[src/rtl/cic_decim_back_end_pkg.sv]
// -----------------------------------------------------------------------------
// cic_pkg : shared helpers for the CIC decimator back end.
//   clog2()      : ceiling log2, usable in constant expressions.
//   rate_width() : width of the active-rate register and decimation counter.
//                  With a runtime-programmable rate the counter must span the
//                  full rate input. With a fixed rate it only needs to hold
//                  values up to CIC_R.
// -----------------------------------------------------------------------------
package cic_pkg;

    function automatic int clog2(input int value);
        int result;
        int v;
        result = 0;
        v      = value - 1;
        while (v > 0) begin
            result = result + 1;
            v      = v >> 1;
        end
        return result;
    endfunction

    function automatic int rate_width(input int cic_r, input int rate_dw, input bit var_en);
        int w;
        if (var_en) begin
            w = rate_dw;
        end else begin
            w = clog2(cic_r + 1);
        end
        return (w < 1) ? 1 : w;
    endfunction

endpackage

[src/rtl/cic_decim_back_end_if.sv]
// -----------------------------------------------------------------------------
// cic_decim_back_end_if : stream bundle around the CIC decimator back end.
//   s_axis_in_*   : integrator-chain samples (no backpressure).
//   s_axis_rate_* : decimation-ratio load.
//   m_axis_out_*  : decimated, comb-filtered output with a one-cycle strobe.
// Modports: slave  = the decimator (consumes inputs, drives outputs)
//           master = the environment driving it
// -----------------------------------------------------------------------------
interface cic_decim_back_end_if #(
    parameter int DW      = 32,
    parameter int OUT_DW  = 32,
    parameter int RATE_DW = 32
) ();
    logic [DW-1:0]      s_axis_in_tdata;
    logic               s_axis_in_tvalid;
    logic [RATE_DW-1:0] s_axis_rate_tdata;
    logic               s_axis_rate_tvalid;
    logic [OUT_DW-1:0]  m_axis_out_tdata;
    logic               m_axis_out_tvalid;

    modport slave (
        input  s_axis_in_tdata, s_axis_in_tvalid,
        input  s_axis_rate_tdata, s_axis_rate_tvalid,
        output m_axis_out_tdata, m_axis_out_tvalid
    );

    modport master (
        output s_axis_in_tdata, s_axis_in_tvalid,
        output s_axis_rate_tdata, s_axis_rate_tvalid,
        input  m_axis_out_tdata, m_axis_out_tvalid
    );
endinterface

[src/rtl/cic_decim_back_end_comb_stage.sv]
// -----------------------------------------------------------------------------
// cic_comb_stage : one CIC comb section, y = x - x[n - CIC_M].
// The delay line advances only on input strobes, so it counts decimated
// samples rather than clock cycles. The result and strobe are registered,
// which gives one cycle of latency. The arithmetic wraps modulo 2^DW.
// Ports:
//   clk, reset_n : clock, asynchronous active-low reset
//   x_i, vld_i   : input sample and strobe
//   y_o, vld_o   : registered difference and strobe
// -----------------------------------------------------------------------------
module cic_comb_stage #(
    parameter int DW    = 32,
    parameter int CIC_M = 1
) (
    input  logic          clk,
    input  logic          reset_n,
    input  logic [DW-1:0] x_i,
    input  logic          vld_i,
    output logic [DW-1:0] y_o,
    output logic          vld_o
);

    logic [DW-1:0] dly_q [CIC_M];
    logic [DW-1:0] y_q;
    logic          vld_q;

    always_ff @(posedge clk or negedge reset_n) begin
        if (!reset_n) begin
            // NOTE: the delay line is only CIC_M words and must start at zero
            // for the first outputs to be correct, so it is reset like any
            // other register rather than inferred as RAM.
            for (int i = 0; i < CIC_M; i++) begin
                dly_q[i] <= '0;
            end
            y_q   <= '0;
            vld_q <= 1'b0;
        end else begin
            vld_q <= vld_i;
            if (vld_i) begin
                y_q      <= x_i - dly_q[CIC_M-1];
                dly_q[0] <= x_i;
                for (int i = 1; i < CIC_M; i++) begin
                    dly_q[i] <= dly_q[i-1];
                end
            end
        end
    end

    assign y_o   = y_q;
    assign vld_o = vld_q;

endmodule

[src/rtl/cic_decim_back_end.sv]
// -----------------------------------------------------------------------------
// cic_decim_back_end : decimator and comb chain of a CIC decimation filter.
// Every R-th valid integrator sample is kept. The kept sample goes through
// CIC_N comb stages. The top OUT_DW bits of the last stage are registered as
// the output. The latency from the accepting input edge to the output strobe
// is CIC_N+2 cycles.
// Ports:
//   clk, reset_n : clock, asynchronous active-low reset
//   bus (slave)  : s_axis_in_*, s_axis_rate_*, m_axis_out_* stream signals
// Build option:
//   CIC_VARIABLE_RATE_EN : when this is defined, s_axis_rate_* loads the ratio
//                          at run time and a ratio of 0 acts as 1. When it is
//                          not defined, the ratio is fixed at CIC_R and the
//                          rate inputs are ignored.
// -----------------------------------------------------------------------------
module cic_decim_back_end
    import cic_pkg::*;
#(
    parameter int DW      = 32,
    parameter int OUT_DW  = 32,
    parameter int RATE_DW = 32,
    parameter int CIC_R   = 10,
    parameter int CIC_N   = 7,
    parameter int CIC_M   = 1
) (
    input logic                 clk,
    input logic                 reset_n,
    cic_decim_back_end_if.slave bus
);

`ifdef CIC_VARIABLE_RATE_EN
    localparam bit VarRateEn = 1'b1;
`else
    localparam bit VarRateEn = 1'b0;
`endif
    localparam int RW = rate_width(CIC_R, RATE_DW, VarRateEn);

    logic          load;
    logic [RW-1:0] rate;

`ifdef CIC_VARIABLE_RATE_EN
    logic [RW-1:0] rate_q, rate_d;

    assign load = bus.s_axis_rate_tvalid;

    always_comb begin
        rate_d = rate_q;
        if (load) begin
            rate_d = (bus.s_axis_rate_tdata == '0) ? RW'(1) : bus.s_axis_rate_tdata;
        end
    end

    always_ff @(posedge clk or negedge reset_n) begin
        if (!reset_n) rate_q <= RW'(CIC_R);
        else          rate_q <= rate_d;
    end

    assign rate = rate_q;
`else
    logic unused_rate;
    assign unused_rate = ^{bus.s_axis_rate_tdata, bus.s_axis_rate_tvalid};
    assign load        = 1'b0;
    assign rate        = RW'(CIC_R);
`endif

    // Downsampler: count valid samples and accept the one where count == R-1.
    logic [RW-1:0] cnt_q, cnt_d;
    logic [DW-1:0] acc_data_q, acc_data_d;
    logic          acc_vld_q, acc_vld_d;
    logic [DW-1:0] ds_data_q;
    logic          ds_vld_q;

    always_comb begin
        // NOTE: every output of this block gets a default first, so no path
        // leaves a value unassigned and no latch is inferred.
        cnt_d      = cnt_q;
        acc_data_d = acc_data_q;
        acc_vld_d  = 1'b0;
        if (load) begin
            // A rate load restarts the count. A sample arriving with it is dropped.
            cnt_d = '0;
        end else if (bus.s_axis_in_tvalid) begin
            if (cnt_q == rate - RW'(1)) begin
                cnt_d      = '0;
                acc_data_d = bus.s_axis_in_tdata;
                acc_vld_d  = 1'b1;
            end else begin
                cnt_d = cnt_q + RW'(1);
            end
        end
    end

    always_ff @(posedge clk or negedge reset_n) begin
        if (!reset_n) begin
            cnt_q      <= '0;
            acc_data_q <= '0;
            acc_vld_q  <= 1'b0;
            ds_data_q  <= '0;
            ds_vld_q   <= 1'b0;
        end else begin
            // NOTE: sequential state uses non-blocking assignments, so every
            // register samples its inputs as they were before this edge.
            cnt_q      <= cnt_d;
            acc_data_q <= acc_data_d;
            acc_vld_q  <= acc_vld_d;
            // The accepted sample is retimed once more before the comb chain.
            ds_data_q  <= acc_data_q;
            ds_vld_q   <= acc_vld_q;
        end
    end

    // Comb chain: element 0 is the decimated stream, element k+1 is the output of stage k.
    logic [CIC_N:0][DW-1:0] stg_data;
    logic [CIC_N:0]         stg_vld;

    assign stg_data[0] = ds_data_q;
    assign stg_vld[0]  = ds_vld_q;

    for (genvar k = 0; k < CIC_N; k++) begin : g_comb
        cic_comb_stage #(
            .DW    (DW),
            .CIC_M (CIC_M)
        ) u_comb (
            .clk     (clk),
            .reset_n (reset_n),
            .x_i     (stg_data[k]),
            .vld_i   (stg_vld[k]),
            .y_o     (stg_data[k+1]),
            .vld_o   (stg_vld[k+1])
        );
    end

    logic [OUT_DW-1:0] out_data_q;
    logic              out_vld_q;

    always_ff @(posedge clk or negedge reset_n) begin
        if (!reset_n) begin
            out_data_q <= '0;
            out_vld_q  <= 1'b0;
        end else begin
            out_vld_q <= stg_vld[CIC_N];
            if (stg_vld[CIC_N]) begin
                out_data_q <= stg_data[CIC_N][DW-1 -: OUT_DW];
            end
        end
    end

    assign bus.m_axis_out_tdata  = out_data_q;
    assign bus.m_axis_out_tvalid = out_vld_q;

endmodule

[src/flat_wrapper.sv]
// flat-port wrapper written by rule: the top's interface ports become plain ports
module cic_decim_back_end_flat import cic_pkg::*;
#(
    parameter int DW      = 32,
    parameter int OUT_DW  = 32,
    parameter int RATE_DW = 32,
    parameter int CIC_R   = 10,
    parameter int CIC_N   = 7,
    parameter int CIC_M   = 1
)
  (clk, reset_n, bus_s_axis_in_tdata, bus_s_axis_in_tvalid, bus_s_axis_rate_tdata, bus_s_axis_rate_tvalid, bus_m_axis_out_tdata, bus_m_axis_out_tvalid);
  cic_decim_back_end_if #(.DW(DW), .OUT_DW(OUT_DW), .RATE_DW(RATE_DW)) bus_i ();
  input logic clk;
  input logic reset_n;
  input wire logic [$bits(bus_i.s_axis_in_tdata)-1:0] bus_s_axis_in_tdata;
  input wire logic [$bits(bus_i.s_axis_in_tvalid)-1:0] bus_s_axis_in_tvalid;
  input wire logic [$bits(bus_i.s_axis_rate_tdata)-1:0] bus_s_axis_rate_tdata;
  input wire logic [$bits(bus_i.s_axis_rate_tvalid)-1:0] bus_s_axis_rate_tvalid;
  output wire logic [$bits(bus_i.m_axis_out_tdata)-1:0] bus_m_axis_out_tdata;
  output wire logic [$bits(bus_i.m_axis_out_tvalid)-1:0] bus_m_axis_out_tvalid;
  assign bus_i.s_axis_in_tdata = bus_s_axis_in_tdata;
  assign bus_i.s_axis_in_tvalid = bus_s_axis_in_tvalid;
  assign bus_i.s_axis_rate_tdata = bus_s_axis_rate_tdata;
  assign bus_i.s_axis_rate_tvalid = bus_s_axis_rate_tvalid;
  assign bus_m_axis_out_tdata = bus_i.m_axis_out_tdata;
  assign bus_m_axis_out_tvalid = bus_i.m_axis_out_tvalid;
  cic_decim_back_end #(.DW(DW), .OUT_DW(OUT_DW), .RATE_DW(RATE_DW), .CIC_R(CIC_R), .CIC_N(CIC_N), .CIC_M(CIC_M)) u_core (.clk(clk), .reset_n(reset_n), .bus(bus_i));
endmodule
[config.mk]
export PLATFORM = sky130hd
export DESIGN_NAME = cic_decim_back_end_flat
export DESIGN_NICKNAME = d
export VERILOG_FILES = /design/src/rtl/cic_decim_back_end_pkg.sv /design/src/rtl/cic_decim_back_end_if.sv /design/src/rtl/cic_decim_back_end_comb_stage.sv /design/src/rtl/cic_decim_back_end.sv /design/src/flat_wrapper.sv
export SDC_FILE = /design/constraint.sdc
export NUM_CORES = 1
export LEC_CHECK = 0
export CORE_MARGIN = 5
export CORE_UTILIZATION = 50
export DETAILED_ROUTE_END_ITERATION = 10
export PLACE_DENSITY_LB_ADDON = 0.3
export SLEW_MARGIN = 20
export SYNTH_ARGS = -nofsm -noshare
export SYNTH_HDL_FRONTEND = slang
export SYNTH_SLANG_ARGS = --single-unit
[constraint.sdc]
create_clock -name clk -period 7.86 [get_ports clk]
set_clock_uncertainty 0.2 [all_clocks]
set_input_delay 1.965 -clock clk [delete_from_list [all_inputs] [get_ports clk]]
set_output_delay 1.965 -clock clk [all_outputs]
set_load 0.02 [all_outputs]
==> qor.yml, run 1 <==
floorplanning:
  initial_core_util_pct: 50.4
  die_h_um: 262
  die_x_um: 262
  row_count: 92
  die_area_sq_mm: 0.0688
  io-pin-count: 101
  core_sq_mm: 0.0631
timing:
  report.final.slew_viol_count: 0
  tightest_slew_ps: 897
  finalHoldViolations: 0
  finalSetupTns_ps: 0
  min_period_ps: 3760
  rsz0062_at_grt: "no"
  max_freq_ghz: 0.266
  fin_crit_sh_pct: 47.8
  slew-limit-headroom_pct: 40.2
  layout_setup_ws_ps: 4100
  setup_viol: 0
global_routing:
  track_usage_pct: 17.2
  grt_pass1_vias: 22400
  grt_max_degree: 158
  antenna_found_initial: 0
  overflow: 0
  grt_first_pass_wirelength_um: 105000
synth:
  synthAdderAreaFrac_pct: 8.98
  syn_avg_cell_area_sq_um: 9.66
  ys_seq_elements: 558
  synth_top_family_by_area: "compound AO/OA/AOI/OAI gates"
  synthCells: 3293
  synthXorXnorAreaFrac_pct: 4.98
  syn_area_sq_mm: 0.0318
  synthSimpleGateAreaFrac_pct: 11.2
  yosysUniqueCellTypes: 86
  synth_nets: 3585
  ys_warn_count: 0
  yosysSeqAreaShare_pct: 43.9
  synth_ff_type: "dfrtp_1"
  synth-edff-count: 0
  ys_async_sr_fraction_pct: 100
  synth-compound-area-share_pct: 17.7
  synth.area.mux_share_pct: 8.32
critical_path:
  worst_path_max_delay_cell: "clkdlybuf4s50_1"
  rrSetupSlack_ps: 4170
  cp.required_ps: 5700
  critical_path_depth: 1
  reg2reg_to: "u_core.g_comb[1].u_comb.y_o[26]"
  path_buf_inv: 1
  critPathMaxFanout: 2
  r2r-start: "u_core.g_comb[0].u_comb.y_o[0]"
  critPathKind: "flip-flop to output port"
  cpLargestDelayFamily: "buffers and inverters"
  critPathCaptureType: "output port"
  path_cells: "clkdlybuf4s50_1"
  critPathArrivalTime_ps: 1590
  r2r_cells: 12
  crit_end: "bus_m_axis_out_tdata[14]"
  setup.worst_path.start_class: "flip-flop"
  cpPeakStageDelay_ps: 620
  startpoint: "u_core.bus.m_axis_out_tdata[14]"
clock_tree:
  path_clk_slew_ps: 60
  numCtsBuffers: 60
  post_cts_resized: 0
  postCtsSetupRepairBufs: 0
  clk_path_buf_depth: 3
  clock_sinks: 558
  holdBufCountCts: 0
  insertion_delay_ps: 640
  htreeDepth: 2
  cts_root_buf: "clkbuf_16"
  cts_tree: "built"
routing:
  avgViaCountPerCell: 5.40
  drt_iter0_drc: 1079
  wl_um: 59700
  detail_route.first_pass.iterations: 6
  drtAntennaViolNets: 0
  wire_per_inst_um: 14.2
  vias: 22700
  route.detailed.drc: 0
hold_path:
  min_path_cells: 0
  min_path_type: "flip-flop to flip-flop"
outcome:
  outcome: "completed"
placement:
  pre_cts_slack_ps: 3880
  gp_congestion: 0.867
  portBuffers: 67
  dp_cells: 4084
  dp_hpwl_um: 43000
final_layout:
  nets: 3592
  drive_gt1_share_pct: 11.4
  n_fill_cell: 5605
  area_growth_pct: 11.0
  utilization_pct: 56.0
  stdcell_count: 4197
  insertedDiodeCount: 0
flow_run:
  max_cap_violations: 0
==> layout make-up <==
cell class / count / area [sq um] / area share [%]
timing repair buffer: 84 / 841 / 2.38
multi-input combinational: 2319 / 16300 / 46.1
tap: 846 / 1060 / 3.00
sequential: 558 / 14000 / 39.6
clock buffer: 83 / 1710 / 4.84
clock inverter: 30 / 399 / 1.13
inverter: 277 / 1040 / 2.94
==> layout by cell type, fill, tap and decap left out, drive strengths merged, types with 83 or more instances in the layout <==
cell type / netlist / layout
dfrtp: 558 / 558
nand2: 366 / 366
o21ai: 326 / 326
inv: 274 / 274
mux2: 224 / 224
ha: 217 / 217
a21oi: 208 / 208
nor2: 135 / 135
a21o: 127 / 127
xnor2: 110 / 110
clkbuf: 127 / 83
==> cell families after synthesis <==
family | count (synthesis)
mux | 236
fa+ha+maj | 224
buf+inv | 416
xor+xnor | 181
simple gates | 775
flops | 558
compound gates | 903
==> per-layer routing <==
| metal | GRT usage, % | share of wire [%] | up-vias |
|---|---|---|---|
| met2 | 31.0 | 50 | 294 |
| met5 | 0 | 0 | - |
| met3 | 2.29 | 2.8 | 115 |
| met4 | 5.68 | 3.1 | 0 |
| met1 | 21.6 | 44 | 10700 |
| li1 | - | - | 11500 |
==> worst min-delay path by stage <==
stage / start / endpoint / slack, ps
2_1_floorplan: u_core.acc_vld_q / u_core.ds_vld_q / 130
3_3_place_gp: u_core.acc_vld_q / u_core.ds_vld_q / 130
3_5_place_dp: u_core.acc_vld_q / u_core.ds_vld_q / 130
4_1_cts: u_core.acc_vld_q / u_core.ds_vld_q / 150
5_1_grt: u_core.acc_vld_q / u_core.ds_vld_q / 160
6_report: u_core.acc_vld_q / u_core.ds_vld_q / 150
==> sequential cells by signal, indices dropped and copies added, names as in the netlist <==
name and count:
u_core.ds_data_q 32, u_core.ds_vld_q 1, u_core.bus.m_axis_out_tvalid 1, u_core.g_comb.u_comb.dly_q 224, u_core.g_comb.u_comb.y_o 224, u_core.bus.m_axis_out_tdata 32, u_core.cnt_q 4, u_core.acc_vld_q 1
u_core.acc_data_q 32, u_core.g_comb.u_comb.vld_o 7
==> stage by stage <==
step	area (sq um)	hold slack, ps
6_report	35300	147
2_1_floorplan	31800	131
3_5_place_dp	33200	135
4_1_cts	35300	149
5_1_grt	35300	158
3_3_place_gp	33200	132
==> synthesized netlist by cell type, types with 44 or more instances <==
library cell	number	area share, %
xnor2_1	110	3.0
ha_1	217	8.5
nand3_1	44	0.69
xor2_1	71	2.0
dfrtp_1	558	44
inv_1	274	3.2
mux2_2	223	7.9
a21oi_1	207	3.3
a21o_1	126	3.0
o21ai_0	319	5.0
nand2_1	366	4.3
nand4_1	46	0.90
clkbuf_1	127	1.5
nor2_1	135	1.6
Power of run 1 is left out: the tool's default activity adds up to more than one toggle a clock period on the data nets, which glitch-free logic cannot reach.
==> inputs of run 2 (changes only) <==
==> constraint.sdc (replaced) <==
create_clock -name clk -period 3.3 [get_ports clk]
set_clock_uncertainty 0.2 [all_clocks]
set_input_delay 0.825 -clock clk [delete_from_list [all_inputs] [get_ports clk]]
set_output_delay 0.825 -clock clk [all_outputs]
set_load 0.02 [all_outputs]
==> run 2 against run 1 <==
  * Cell count up 2.6%
  * Non-clock buffer count rose by 111
  * Routed wire length grew 3.7%
  * Worst setup slack got worse by 4000 ps
  * Sequential share of layout area down 1.3 points
  * Register-to-register slack worse by 4100 ps
  * Design area up 3.3%
  * Flip-flop and latch count did not move
  * Critical path type is now flip-flop to flip-flop
==> qor.yml, run 2 (synthesized netlist as in run 1, its figures left out) <==
timing:
  setup_viol: 0
  max_freq_ghz: 0.311
  min_period_ps: 3210
  layout_setup_ws_ps: 89.3
  finalHoldViolations: 0
  tightest_slew_ps: 755
  fin_crit_sh_pct: 97.3
  report.final.slew_viol_count: 0
  slew-limit-headroom_pct: 49.7
critical_path:
  rrSetupSlack_ps: 90
  reg2reg_to: "u_core.g_comb[4].u_comb.y_o[25]"
  setup.worst_path.start_class: "flip-flop"
  critPathMaxFanout: 5
  critPathKind: "flip-flop to flip-flop"
  critPathArrivalTime_ps: 3530
  critPathCaptureType: "flip-flop"
  cp.required_ps: 3620
  r2r-start: "u_core.g_comb[3].u_comb.y_o[6]"
  r2r_cells: 9
floorplanning:
  core_sq_mm: 0.0631
  initial_core_util_pct: 50.4
  die_area_sq_mm: 0.0688
  io-pin-count: 101
  die_x_um: 262
  die_h_um: 262
  row_count: 92
clock_tree:
  numCtsBuffers: 60
  clock_sinks: 558
  path_clk_slew_ps: 60
  insertion_delay_ps: 630
  clk_path_buf_depth: 3
  cts_tree: "built"
  htreeDepth: 2
  cts_root_buf: "clkbuf_16"
global_routing:
  grt_first_pass_wirelength_um: 108000
  antenna_found_initial: 0
  track_usage_pct: 17.7
  overflow: 0
  grt_pass1_vias: 23200
  grt_max_degree: 99
final_layout:
  stdcell_count: 4307
  nets: 3703
  final_cell_mix: "dfrtp_1 (551), nand2_1 (366), o21ai_0 (315), inv_1 (274), mux2_2 (223)"
  insertedDiodeCount: 0
  drive_gt1_share_pct: 15.2
  area_growth_pct: 14.6
  final_common_cell: "dfrtp_1"
routing:
  route.detailed.drc: 0
  wire_per_inst_um: 14.4
  avgViaCountPerCell: 5.38
  wl_um: 62000
  vias: 23200
  drtAntennaViolNets: 0
  drt_iter0_drc: 1121
  detail_route.first_pass.iterations: 5
hold_path:
  holdPathEnd: "u_core.ds_vld_q"
  min_path_type: "flip-flop to flip-flop"
  min_from: "u_core.acc_vld_q"
  min_path_cells: 0
placement:
  portBuffers: 67
  dp_hpwl_um: 45000
  gp_congestion: 0.876
  dp_cells: 4188
  pre_cts_slack_ps: -161
outcome:
  outcome: "completed"
flow_run:
  max_cap_violations: 0
==> run 2: cell count changes in the layout (fill, tap and decap cells not counted), moves of 3 or more <==
cell and change:
o21ai_0 -4, buf_12 +11, a211oi_1 -4, fa_1 -3, a211oi_2 +4, buf_4 +99, fa_2 +3, a21oi_1 -6
a21oi_2 +5, o31ai_1 -3, clkinv_2 -5, o31ai_2 +3
==> run 2: cell type report <==
cell class | instances | area (sq um)
Fill cell | 5513 | 26600
Multi-Input combinational cell | 2319 | 16500
Sequential cell | 558 | 14000
Timing Repair Buffer | 195 | 1810
Clock buffer | 84 | 1700
Tap cell | 846 | 1060
Inverter | 277 | 1040
Clock inverter | 28 | 388
==> run 2: timing repair <==
action,CTS,global route
gates resized for setup,15,34
pin swaps,3,19
endpoints found under the setup margin,14,41
hold buffers,1,0
setup buffers,2,4
endpoints found under the hold margin,48,0
==> run 2: how the worst max path moves through the flow <==
stage	to	slack (ps)	startpoint
after floorplan	u_core.g_comb[1].u_comb.y_o[26]	230	u_core.g_comb[1].u_comb.dly_q[0]
after global placement	u_core.g_comb[1].u_comb.y_o[26]	-140	u_core.g_comb[1].u_comb.dly_q[0]
after detailed placement	u_core.g_comb[1].u_comb.y_o[26]	-160	u_core.g_comb[1].u_comb.dly_q[0]
after CTS	u_core.g_comb[5].u_comb.y_o[30]	10	u_core.g_comb[5].u_comb.dly_q[0]
after global routing	u_core.g_comb[1].u_comb.y_o[25]	-50	u_core.g_comb[0].u_comb.y_o[1]
final	u_core.g_comb[4].u_comb.y_o[25]	90	u_core.g_comb[3].u_comb.y_o[6]
==> run 2: worst max-delay path, stage by stage, from the launching register on <==
cell	delay, ps
dfrtp_1	390
ha_1	360
a21o_1	200
or3_1	320
o211ai_1	340
nand3b_1	240
o21a_1	260
a311oi_2	380
xnor2_1	140
mux2_2	270
==> run 2: per-layer routing <==
layer	track usage, %	share of wire (%)	vias to the layer above
met4	6.12	3.2	0
met2	32.3	51	298
li1	-	-	11800
met5	0	0	-
met3	2.26	2.8	131
met1	21.7	43	11000
==> run 2: per-stage QoR <==
step | utilization (%) | hold WS [ps] | cell area (sq um) | TNS (ps)
after floorplan | - | 131 | 31800 | 0
after global placement | 54.1 | 134 | 34100 | -814
after detailed placement | 54.1 | 142 | 34100 | -879
after CTS | 57.6 | 156 | 36300 | 0
after global routing | 57.8 | 169 | 36500 | -169
final | 57.8 | 155 | 36500 | 0
Power of run 2 is left out for the same reason.
